==> src/rtl/islemci_pkg.sv <==
// Shared definitions for the 8-bit processor: opcode map, fetch FSM encoding
// and the top of the legal program address space.
package islemci_pkg;

    localparam logic [7:0] MEM_LIMIT = 8'h80;

    localparam logic [7:0] BOS           = 8'h00;

    localparam logic [7:0] ATLA          = 8'h20;
    localparam logic [7:0] ATLA_ESIT     = 8'h21;
    localparam logic [7:0] ATLA_FARKLI   = 8'h22;
    localparam logic [7:0] ATLA_BUYUK    = 8'h23;
    localparam logic [7:0] ATLA_KUCUK    = 8'h24;
    localparam logic [7:0] ATLA_ELDE     = 8'h25;
    localparam logic [7:0] ATLA_SIFIR    = 8'h26;
    localparam logic [7:0] ATLA_NEGATIF  = 8'h27;
    localparam logic [7:0] ATLA_TASMA    = 8'h28;

    localparam logic [7:0] TOPLA_AB      = 8'h42;
    localparam logic [7:0] CIKAR_AB      = 8'h43;
    localparam logic [7:0] VE_AB         = 8'h44;
    localparam logic [7:0] VEYA_AB       = 8'h45;
    localparam logic [7:0] OZEL_VEYA_AB  = 8'h46;
    localparam logic [7:0] DEGIL_A       = 8'h47;
    localparam logic [7:0] ARTIR_A       = 8'h48;
    localparam logic [7:0] DUSUR_B       = 8'h49;

    localparam logic [7:0] YUKLE_A_SABIT = 8'h86;
    localparam logic [7:0] YUKLE_B_SABIT = 8'h87;
    localparam logic [7:0] YUKLE_A_BELLEK = 8'h88;
    localparam logic [7:0] YUKLE_B_BELLEK = 8'h89;

    localparam logic [7:0] KAYDET_A      = 8'h96;
    localparam logic [7:0] KAYDET_B      = 8'h97;

    typedef enum logic [2:0] {
        ST_OP_REQ  = 3'd0,
        ST_OP_CAP  = 3'd1,
        ST_ARG_CAP = 3'd2,
        ST_ISSUE   = 3'd3,
        ST_HALT    = 3'd4
    } fetch_state_t;

endpackage

==> src/rtl/opcode_length.sv <==
// Instruction length classifier: flags opcodes that carry one operand byte.
// Anything not listed is treated as a 1-byte instruction.
module opcode_length
    import islemci_pkg::*;
(
    input  logic [7:0] opcode,
    output logic       two_byte
);

    always_comb begin
        two_byte = ((opcode >= YUKLE_A_SABIT) && (opcode <= YUKLE_B_BELLEK)) ||
                   ((opcode >= KAYDET_A)      && (opcode <= KAYDET_B))       ||
                   ((opcode >= ATLA)          && (opcode <= ATLA_TASMA));
    end

endmodule

==> src/rtl/instruction_fetch.sv <==
// Fetch unit: walks the registered ROM, assembles 1/2-byte instruction bundles
// for the decoder over valid/ready, and takes jump redirects from execute.
module instruction_fetch
    import islemci_pkg::*;
#(
    parameter logic [7:0] RESET_PC  = 8'h00,
    parameter logic [7:0] MEM_LIMIT = islemci_pkg::MEM_LIMIT
) (
    input  logic       clk,
    input  logic       rst,
    output logic [7:0] addr,
    input  logic [7:0] mem_data,
    output logic       instr_valid,
    input  logic       instr_ready,
    output logic [7:0] instr_op,
    output logic [7:0] instr_arg,
    output logic       instr_two,
    output logic [7:0] instr_pc,
    input  logic       redirect,
    input  logic [7:0] redirect_pc,
    output logic       fault
);

    fetch_state_t state, state_nx;
    logic [7:0]   pc;
    logic [7:0]   pc_seq;
    logic [8:0]   arg_addr;
    logic         op_two;
    logic         take_redirect;

    opcode_length u_opcode_length (
        .opcode   (mem_data),
        .two_byte (op_two)
    );

    // Nine bits so that an operand address past 8'hFF still compares as illegal.
    assign arg_addr      = {1'b0, pc} + 9'd1;
    assign pc_seq        = pc + (instr_two ? 8'd2 : 8'd1);
    assign take_redirect = redirect && (state != ST_HALT);

    always_ff @(posedge clk or posedge rst) begin
        if (rst) begin
            state <= ST_OP_REQ;
        end else begin
            state <= state_nx;
        end
    end

    always_comb begin
        state_nx = state;
        case (state)
            ST_OP_REQ:  state_nx = (pc >= MEM_LIMIT) ? ST_HALT : ST_OP_CAP;
            ST_OP_CAP: begin
                if (!op_two) begin
                    state_nx = ST_ISSUE;
                end else if (arg_addr >= {1'b0, MEM_LIMIT}) begin
                    state_nx = ST_HALT;
                end else begin
                    state_nx = ST_ARG_CAP;
                end
            end
            ST_ARG_CAP: state_nx = ST_ISSUE;
            ST_ISSUE:   state_nx = instr_ready ? ST_OP_REQ : ST_ISSUE;
            ST_HALT:    state_nx = ST_HALT;
            default:    state_nx = ST_OP_REQ;
        endcase
        if (take_redirect) begin
            state_nx = ST_OP_REQ;
        end
    end

    always_comb begin
        instr_valid = (state == ST_ISSUE);
        fault       = (state == ST_HALT);
    end

    // The operand address is presented during OP_CAP so its byte lands in ARG_CAP.
    always_ff @(posedge clk or posedge rst) begin
        if (rst) begin
            addr      <= RESET_PC;
            pc        <= RESET_PC;
            instr_op  <= 8'h00;
            instr_arg <= 8'h00;
            instr_two <= 1'b0;
            instr_pc  <= 8'h00;
        end else if (take_redirect) begin
            addr <= redirect_pc;
            pc   <= redirect_pc;
        end else begin
            case (state)
                ST_OP_REQ: begin
                    addr <= arg_addr[7:0];
                end
                ST_OP_CAP: begin
                    instr_op  <= mem_data;
                    instr_two <= op_two;
                    instr_pc  <= pc;
                    instr_arg <= 8'h00;
                end
                ST_ARG_CAP: begin
                    instr_arg <= mem_data;
                end
                ST_ISSUE: begin
                    if (instr_ready) begin
                        pc   <= pc_seq;
                        addr <= pc_seq;
                    end
                end
                default: begin
                end
            endcase
        end
    end

endmodule
==> config.mk <==
export PLATFORM = sky130hd
export DESIGN_NAME = instruction_fetch
export DESIGN_NICKNAME = d
export VERILOG_FILES = /design/src/rtl/islemci_pkg.sv /design/src/rtl/opcode_length.sv /design/src/rtl/instruction_fetch.sv
export SDC_FILE = /design/constraint.sdc
export NUM_CORES = 1
export LEC_CHECK = 0
export BUFFER_PORTS_ARGS = -buffer_cell sky130_fd_sc_hd__buf_2
export CORE_UTILIZATION = 35
export DETAILED_ROUTE_END_ITERATION = 7
export SYNTH_ARGS = -nofsm -noshare
export SYNTH_HDL_FRONTEND = slang
export SYNTH_HIERARCHICAL = 1
export SYNTH_SLANG_ARGS = --single-unit
==> constraint.sdc <==
create_clock -name clk -period 2.61 [get_ports clk]
set_clock_uncertainty 0.2 [all_clocks]
set_input_delay 0.3915 -clock clk [delete_from_list [all_inputs] [get_ports clk]]
set_output_delay 0.3915 -clock clk [all_outputs]
set_load 0.02 [all_outputs]
==> results_dict.tcl, run 1 <==
set metrics [dict create \
    end_kind "register" \
    via_count 1711 \
    die_w_um 82.0 \
    ant_nets 0 \
    layout_common_cells "buf_2, dfrtp_1, nor2_1, nand2_1, mux2_2" \
    synth_area_leaders "dfrtp_1, mux2_2, a22o_1" \
    htreeDepth 2 \
    synth_top_area_share_pct 49.2 \
    clock.fmax_mhz 437 \
    via_per_inst 5.17 \
    coreArea_mm2 0.00606 \
    grt_remaining_overflow 0 \
    syn_area_mm2 0.00224 \
    status "finished clean" \
    finish.net_count 281 \
    p_per_area_mw_per_mm2 1240 \
    ys_ff_latch 44 \
    gp_congestion 0.794 \
    path_clk_slew_ns 0.08 \
    setup_tns_ns 0 \
    drt_first_iter_violations 84 \
    seq_area_mm2 0.00110 \
    ios 55 \
    drt_first_pass_iters 4 \
    multi_input_area_mm2 0.00102 \
    synth-adder-area-share_pct 3.13 \
    hold_buffers 0 \
    maxSlewViolCount 0 \
    period_needed_ns 2.29 \
    synth_nets 229 \
    hpwl_um 3630 \
    tightest_slew_ns 0.568 \
    portBuffers 54 \
    post_cts_buffers 0 \
    ir_drop_mv 0.459 \
    synth_cell_types 43 \
    numCtsBuffers 5 \
    clockBufferDepth 2 \
    cts_sinks 44 \
    dieHeight_um 82.0 \
    wl_per_cell_um 15.1 \
    dieArea_mm2 0.00672 \
    setup_viol 0 \
    yosys.area_share.simple_pct 13.4 \
    syn_area_per_cell_um2 11.0 \
    grt_max_degree 45 \
    p_leak_nw 1.23 \
    grt_antenna_before_repair 0 \
    cts_resized 0 \
    rows 28 \
    drc 0 \
    path_class "register to register" \
    final_common_cell "buf_2" \
    cp.required_ns 2.62 \
    maxSlewHeadroom_pct 62.0 \
    synth_mux_area_share_pct 10.5 \
    area.growth.synth_to_final_pct 19.7 \
    worstPathMaxFanout 4 \
    timing.final.crit_share_pct 87.6 \
    initial_core_util_pct 36.9 \
    synth_top_cell_by_area "dfrtp_1" \
    setup_slack_ns 0.324 \
    cp.arrival_ns 2.29 \
    hold_viol 0 \
    diodes 0 \
    root_buffer "clkbuf_8" \
    synth_compound_area_share_pct 14.0 \
    grt_pass1_wl_um 8240 \
    drive_gt1_share_pct 34.4 \
    rsz0062_at_grt "no" \
    fill_cells 591 \
    yosysSeqAreaShare_pct 49.2 \
    start_kind "register" \
    synth_xor_area_share_pct 4.30 \
    synth_cells 204 \
    drt-total-wl_um 5010 \
    clk_latency_ns 0.30 \
    grt_usage_pct 16.5 \
    cts_tree "built" \
    max-cap-violations 0 \
    synth_top_family_by_area "compound AO/OA/AOI/OAI gates" \
    hold_class "input pin to asynchronous set/reset pin" \
    ys_warn_count 6 \
    pre_cts_slack_ns 0.356 \
    grt_pass1_vias 1619 \
]
power breakdown:
part           total [mW]  switching [mW]  internal [mW]  leakage [nW]
sequential           1.25           0.267          0.980         0.532
combinational        1.47           0.857          0.617         0.634
clock               0.612           0.235          0.377        0.0642
per-stage QoR:
stage | std cells | instance area [um^2] | hold slack [ns] | power, mW | utilization, %
2_1_floorplan | 204 | 2240 | 0.308 | 2.30 | -
3_3_place_gp | 324 | 2550 | 0.256 | 2.72 | 42.1
3_5_place_dp | 324 | 2550 | 0.270 | 2.75 | 42.1
4_1_cts | 331 | 2680 | 0.0381 | 3.38 | 44.2
5_1_grt | 331 | 2680 | 0.0723 | 3.58 | 44.2
6_report | 331 | 2680 | 0.0188 | 3.33 | 44.2
synth_stat cells:
master / n
buf_6: 2
o21a_1: 1
a311oi_1: 1
nand3b_1: 2
or4_1: 1
nand2b_1: 2
ha_1: 4
nor2_1: 16
nor3_1: 3
nor3b_1: 2
nand3_1: 3
nand4b_4: 1
and2_1: 1
o311ai_1: 1
and3b_1: 1
o311a_1: 1
mux2_2: 16
a21oi_1: 11
nand4_1: 4
mux2i_2: 1
xor2_1: 4
nand2_1: 16
o22ai_1: 3
a31oi_1: 1
buf_4: 5
mux2i_1: 4
nor4b_2: 1
dfrtp_1: 44
o21ai_0: 8
fa_1: 1
inv_1: 8
a211oi_2: 1
and4_1: 1
a22o_1: 8
a311oi_2: 1
a211oi_1: 2
buf_2: 6
xnor2_1: 7
o31ai_1: 3
nor2b_1: 2
o211ai_1: 1
clkbuf_1: 1
a22oi_1: 2
logic make-up after synthesis:
logic type                 count (synthesis)
and+or+nand+nor                           56
AOI/OAI and AO/OA                         45
DFF                                       44
buffers and inverters                     22
muxes                                     21
xor gates and xnor gates                  11
adders and majority gates                  5
path summary, 6_finish.rpt:
path                                 from           end  slack [ns]  cells after the start
hold reg to reg                   addr[2]       addr[2]        0.28                      2
setup / recovery                instr_two       addr[2]        0.32                      9
setup reg to reg                instr_two       addr[2]        0.32                      9
hold / removal                        rst  instr_arg[2]        0.02                      3
max in group asynchronous             rst   instr_pc[7]        1.81                      3
min in group clk           redirect_pc[7]         pc[7]        0.13                      3
final cells by class:
class | instances | share of cell area, %
sequential | 44 | 41.1
tap | 75 | 3.50
timing repair buffer | 59 | 11.5
clock buffer | 5 | 2.57
inverter | 8 | 1.12
multi-input combinational | 138 | 38.0
clock inverter | 2 | 2.24
worst max-delay path, stage by stage, from the launching register on:
cell     delay [ns]
dfrtp_1        0.42
inv_1          0.14
ha_1           0.21
inv_1          0.06
fa_1           0.44
inv_1          0.08
mux2i_1        0.14
xnor2_1        0.19
nor2_1         0.07
o31ai_1        0.23
layer usage:
layer	vias up	GRT usage, %	wire [um]
met3	7	3.44	269
met2	39	24.6	2370
li1	828	-	-
met5	-	0	0
met1	837	23.3	2300
met4	0	5.96	74
flip-flops by register name, indices dropped and copies added, names as in the netlist:
signal	count
instr_op	8
instr_arg	8
instr_two	1
state	3
pc	8
instr_pc	8
addr	8
(Power assumes the default switching activity.)
==> run 2: changes to the inputs <==
- ABC_AREA: not set -> 1
==> results_dict.tcl, run 2 <==
set metrics [dict create \
    via_per_inst 4.88 \
    drive_gt1_share_pct 23.0 \
    rows 29 \
    path_buf_inv 2 \
    tightest_slew_ns 0.540 \
    clockBufferDepth 2 \
    start_kind "register" \
    power_frac_seq_pct 35.7 \
    dieHeight_um 84.6 \
    p_int_mw 1.80 \
    cp_cell_sequence "inv_1 -> ha_1 -> inv_1 -> fa_1 -> nor2_1 -> xor2_1 -> nand2_1 -> nand3_1 -> nand3_1 -> nand2_1" \
    ir_drop_mv 0.454 \
    ys.flop_type "dfrtp_1" \
    critPathTopFamily "adder cells" \
    synth_area_leaders "dfrtp_1, nand2_1, nand3_1" \
    p_leak_nw 1.51 \
    end_kind "register" \
    hold_viol 0 \
    cpMaxStageDelayCell "fa_1" \
    htreeDepth 2 \
    post-place-cells 435 \
    rsz0062_at_grt "no" \
    ios 55 \
    dieArea_mm2 0.00716 \
    period_needed_ns 2.15 \
    cp.required_ns 2.65 \
    path_clk_slew_ns 0.08 \
    pwr-share-clk_pct 11.9 \
    p_sw_mw 1.67 \
    synth_nets 332 \
    comb_power_share_pct 52.4 \
    p_per_area_mw_per_mm2 1220 \
    crit_start "instr_two" \
    final_cells 443 \
    max-cap-violations 0 \
    gp_congestion 0.906 \
    grt_max_degree 26 \
    die_w_um 84.6 \
    syn_area_per_cell_um2 7.78 \
    regToRegStartpoint "instr_two" \
    maxSlewHeadroom_pct 63.9 \
    status "finished clean" \
    min_to "pc[2]" \
    setup_tns_ns 0 \
    clock.fmax_mhz 465 \
    wl_per_cell_um 13.3 \
    ys_warn_count 6 \
    syn_area_mm2 0.00239 \
    yosysMostFrequentCell "nand2_1" \
    synth_top_cell_by_area "dfrtp_1" \
    initial_core_util_pct 37.0 \
    hold_class "input pin to register" \
    cts_tree "built" \
    coreArea_mm2 0.00646 \
    maxSlewViolCount 0 \
    synth_edf_count 0 \
    portBuffers 54 \
    async_flop_share_pct 100 \
    cts_sinks 44 \
    path_class "register to register" \
    grt_usage_pct 17.7 \
    drc 0 \
    cp.arrival_ns 2.19 \
    synth_top_area_share_pct 46.1 \
    numCtsBuffers 5 \
    setup_viol 0 \
    reg2reg_depth 10 \
    min_from "redirect_pc[2]" \
    grt_pass1_wl_um 10100 \
    clk_latency_ns 0.30 \
    hpwl_um 4460 \
    finish.net_count 391 \
    grt_antenna_before_repair 0 \
    drt_first_iter_violations 144 \
    diodes 0 \
    synth_cells 307 \
    reg2reg_to "addr[4]" \
    layout_common_cells "nand2_1, buf_2, dfrtp_1, inv_1, nand3_1" \
    cpPeakStageDelay_ns 0.43 \
    worstPathMaxFanout 4 \
    yosysSeqAreaShare_pct 46.1 \
    ant_nets 0 \
    grt_remaining_overflow 0 \
    grt_pass1_vias 2053 \
    synth_cell_types 29 \
    area.growth.synth_to_final_pct 18.9 \
    via_count 2162 \
    hold_path_depth 3 \
    final_common_cell "nand2_1" \
    root_buffer "clkbuf_8" \
    r2r_setup_slack_ns 0.46 \
    timing.final.crit_share_pct 82.3 \
    netlist_top_cells_count "nand2_1, dfrtp_1, inv_1, nand3_1, o21ai_0" \
    swShare_pct 48.2 \
    ys_ff_latch 44 \
    drt_first_pass_iters 6 \
    drt-total-wl_um 5910 \
    power_mw 3.47 \
]
==> run 2: how the worst max path moves through the flow <==
stage | endpoint | slack, ns | cells after the start
after global routing | addr[4] | 0.32 | 10
after global placement | addr[4] | 0.54 | 10
final | addr[4] | 0.46 | 10
after detailed placement | pc[6] | 0.50 | 8
after floorplan | pc[6] | 0.56 | 8
after CTS | pc[6] | 0.46 | 8
==> run 2: layout make-up <==
type                    count  area [um^2]
inverters                  42          158
fillers                   694         3620
repair buffers             61          325
multi-input cells         212         1080
clock buffers               5         68.8
clock inverters             2         12.5
well taps                  77         96.3
flip-flops and latches     44         1100
==> run 2: cell families after synthesis <==
logic type,count (synthesis),share of synthesized area (%)
AOI/OAI and AO/OA,54,13.0
xor gates and xnor gates,4,1.47
muxes,1,0.471
buffers and inverters,51,8.74
DFF,44,46.1
and+or+nand+nor,148,27.3
adders and majority gates,5,2.93
==> run 2: metrics by stage <==
stage	utilization [%]	hold slack, ns	setup slack [ns]	area, um^2
5_1_grt	44.0	0.142	0.318	2840
2_1_floorplan	-	0.339	0.556	2390
3_5_place_dp	42.6	0.0549	0.496	2750
3_3_place_gp	42.6	0.0516	0.542	2750
6_report	44.0	0.134	0.461	2840
4_1_cts	44.0	0.133	0.457	2840
==> run 2: layer usage <==
| metal | track usage (%) | routed length (um) | up-vias | part of all wire [%] |
|---|---|---|---|---|
| met3 | 2.56 | 238 | 8 | 4.0 |
| met2 | 28.7 | 2760 | 41 | 47 |
| li1 | - | - | 1103 | - |
| met4 | 6.01 | 89 | 0 | 1.5 |
| met1 | 24.3 | 2830 | 1010 | 48 |
| met5 | 0 | 0 | - | 0 |
==> run 2: timing repair <==
| action | CTS | global route |
|---|---|---|
| endpoints found under the hold margin | 19 | 0 |
| setup endpoints to repair | 0 | 0 |
| buffers inserted | 0 | 0 |
| gates resized for setup | 0 | 0 |
| hold buffers | 1 | 0 |
==> run 2: power by group through the flow <==
stage	Combinational, mW	Sequential [mW]	Clock, mW
floorplan	1.06	1.47	0
global placement	1.80	1.24	0
detailed placement	1.81	1.25	0
CTS	1.83	1.24	0.431
global route	2.04	1.28	0.457
finish	1.82	1.24	0.414
==> run 2: tightest hold or removal path, stage by stage <==
cell and delay (ns):
buf_2 0.07, nand2_1 0.06, nand3_1 0.08
==> run 3: changes to the inputs <==
- ABC_AREA: 1 -> 0
- clock period: 2.61 -> 1.97 ns (I/O delays scaled with it)
==> results_dict.tcl, run 3 (same netlist as run 1, synthesis figures left out) <==
set metrics [dict create \
    p_leak_nw 1.32 \
    hpwl_um 3860 \
    fill_cells 583 \
    hold_viol 0 \
    dieArea_mm2 0.00672 \
    grt_pass1_vias 1746 \
    p_per_area_mw_per_mm2 1570 \
    drt_first_iter_violations 93 \
    wl_per_cell_um 15.1 \
    regToRegStartpoint "instr_two" \
    setup_slack_ns -0.0476 \
    violations "negative setup slack" \
    tightest_slew_ns 0.576 \
    ir_drop_mv 0.685 \
    path_clk_slew_ns 0.09 \
    fin_util_pct 47.7 \
    cts_tree "built" \
    clockBufferDepth 2 \
    coreArea_mm2 0.00606 \
    dieHeight_um 82.0 \
    end_kind "register" \
    layout_common_cells "buf_2, dfrtp_1, buf_4" \
    timing.final.crit_share_pct 102 \
    grt_max_degree 33 \
    critPathTopFamily "simple AND/OR/NAND/NOR gates" \
    status "finished, violations left" \
    ant_nets 0 \
    gp_congestion 0.826 \
    cpMaxStageDelayCell "or4_1" \
    start_kind "register" \
    hold_class "input pin to register" \
    ios 55 \
    drive_gt1_share_pct 43.5 \
    drc 0 \
    cp_cell_sequence "buf_4 -> ha_4 -> a21oi_4 -> mux2i_4 -> nand2_1 -> or4_1 -> nand3_1" \
    cp.arrival_ns 2.06 \
    portBuffers 54 \
    crit_start "instr_two" \
    setup_tns_ns -0.0746 \
    maxSlewViolCount 0 \
    initial_core_util_pct 36.9 \
    grt_antenna_before_repair 0 \
    min_from "redirect_pc[7]" \
    grt_pass1_wl_um 8580 \
    area.growth.synth_to_final_pct 29.2 \
    via_count 1817 \
    diodes 0 \
    maxSlewHeadroom_pct 61.5 \
    via_per_inst 5.15 \
    setup_viol 3 \
    fin_area_mm2 0.00289 \
    grt_usage_pct 17.0 \
    cts_sinks 44 \
    numCtsBuffers 5 \
    period_needed_ns 2.02 \
    rows 28 \
    htreeDepth 2 \
    path_buf_inv 1 \
    path_class "register to register" \
    clk_latency_ns 0.30 \
    die_w_um 82.0 \
    power_mw 4.55 \
    pre_cts_slack_ns -0.0158 \
    rsz0062_at_grt "yes" \
    drt-total-wl_um 5320 \
    max-cap-violations 0 \
    worstPathMaxFanout 3 \
    cp.required_ns 2.01 \
    placed_area_mm2 0.00270 \
    clock.fmax_mhz 496 \
    finish.net_count 302 \
    cpPeakStageDelay_ns 0.53 \
    grt_remaining_overflow 0 \
    drt_first_pass_iters 4 \
    final_common_cell "buf_2" \
    root_buffer "clkbuf_8" \
]
## run 3: changes by cell type in the layout (fill, tap and decap cells not counted), sizes merged, moves of 6 or more
| cell | before | now |
|---|---|---|
| nand2 | 86 | 16 |
| o21ai | 33 | 8 |
| o211ai | 7 | 1 |
| buf | 60 | 79 |
| inv | 41 | 7 |
| mux2 | 1 | 16 |
| nand3 | 38 | 3 |
| a22o | 0 | 8 |
## run 3: tightest hold or removal path, cell delays in order
cell     delay, ns
buf_2         0.09
nand2_1       0.04
o21ai_0       0.06
## run 3: layout make-up
cell class	count	area (um^2)	area share, %
inverter	8	30.0	1.04
tap	75	93.8	3.24
multi-input combinational	138	1100	38.0
clock inverter	1	8.76	0.303
clock buffer	7	76.3	2.64
timing repair buffer	80	480	16.6
sequential	44	1100	38.1
## run 3: what timing repair did
action,CTS,global route
buffers inserted,0,3
endpoints found under the setup margin,1,18
hold endpoints to repair,12,0
hold buffers,1,0
resized for setup,2,13
pin swaps,0,11
## run 3: per-stage QoR
step | hold slack, ns | instances
4_1_cts | 0.0263 | 350
5_1_grt | 0.0593 | 353
3_5_place_dp | 0.0878 | 341
2_1_floorplan | 0.212 | 204
3_3_place_gp | 0.0849 | 341
6_report | 0.0279 | 353
## run 3: worst paths after layout
kind	end	slack, ns	cells past startpoint
hold reg to reg	addr[0]	0.28	2
setup reg to reg	addr[3]	-0.05	7
setup / recovery	addr[3]	-0.05	7
hold / removal	pc[7]	0.03	3
max in group asynchronous	state[1]	0.75	4
min in group asynchronous	addr[6]	0.30	3
## run 3: power breakdown
part / switching, mW / internal (mW) / leakage, nW
Combinational: 1.37 / 1.07 / 0.751
Clock: 0.314 / 0.254 / 0.0424
Sequential: 0.244 / 1.30 / 0.529
## run 3: per-layer routing
metal	wire length [um]	GRT usage [%]	up-vias	part of all wire, %
met5	0	0	-	0
met4	57	4.21	0	1.1
met3	220	3.89	5	4.1
met2	2510	26.8	41	47
met1	2530	23.4	897	48
li1	-	-	874	-
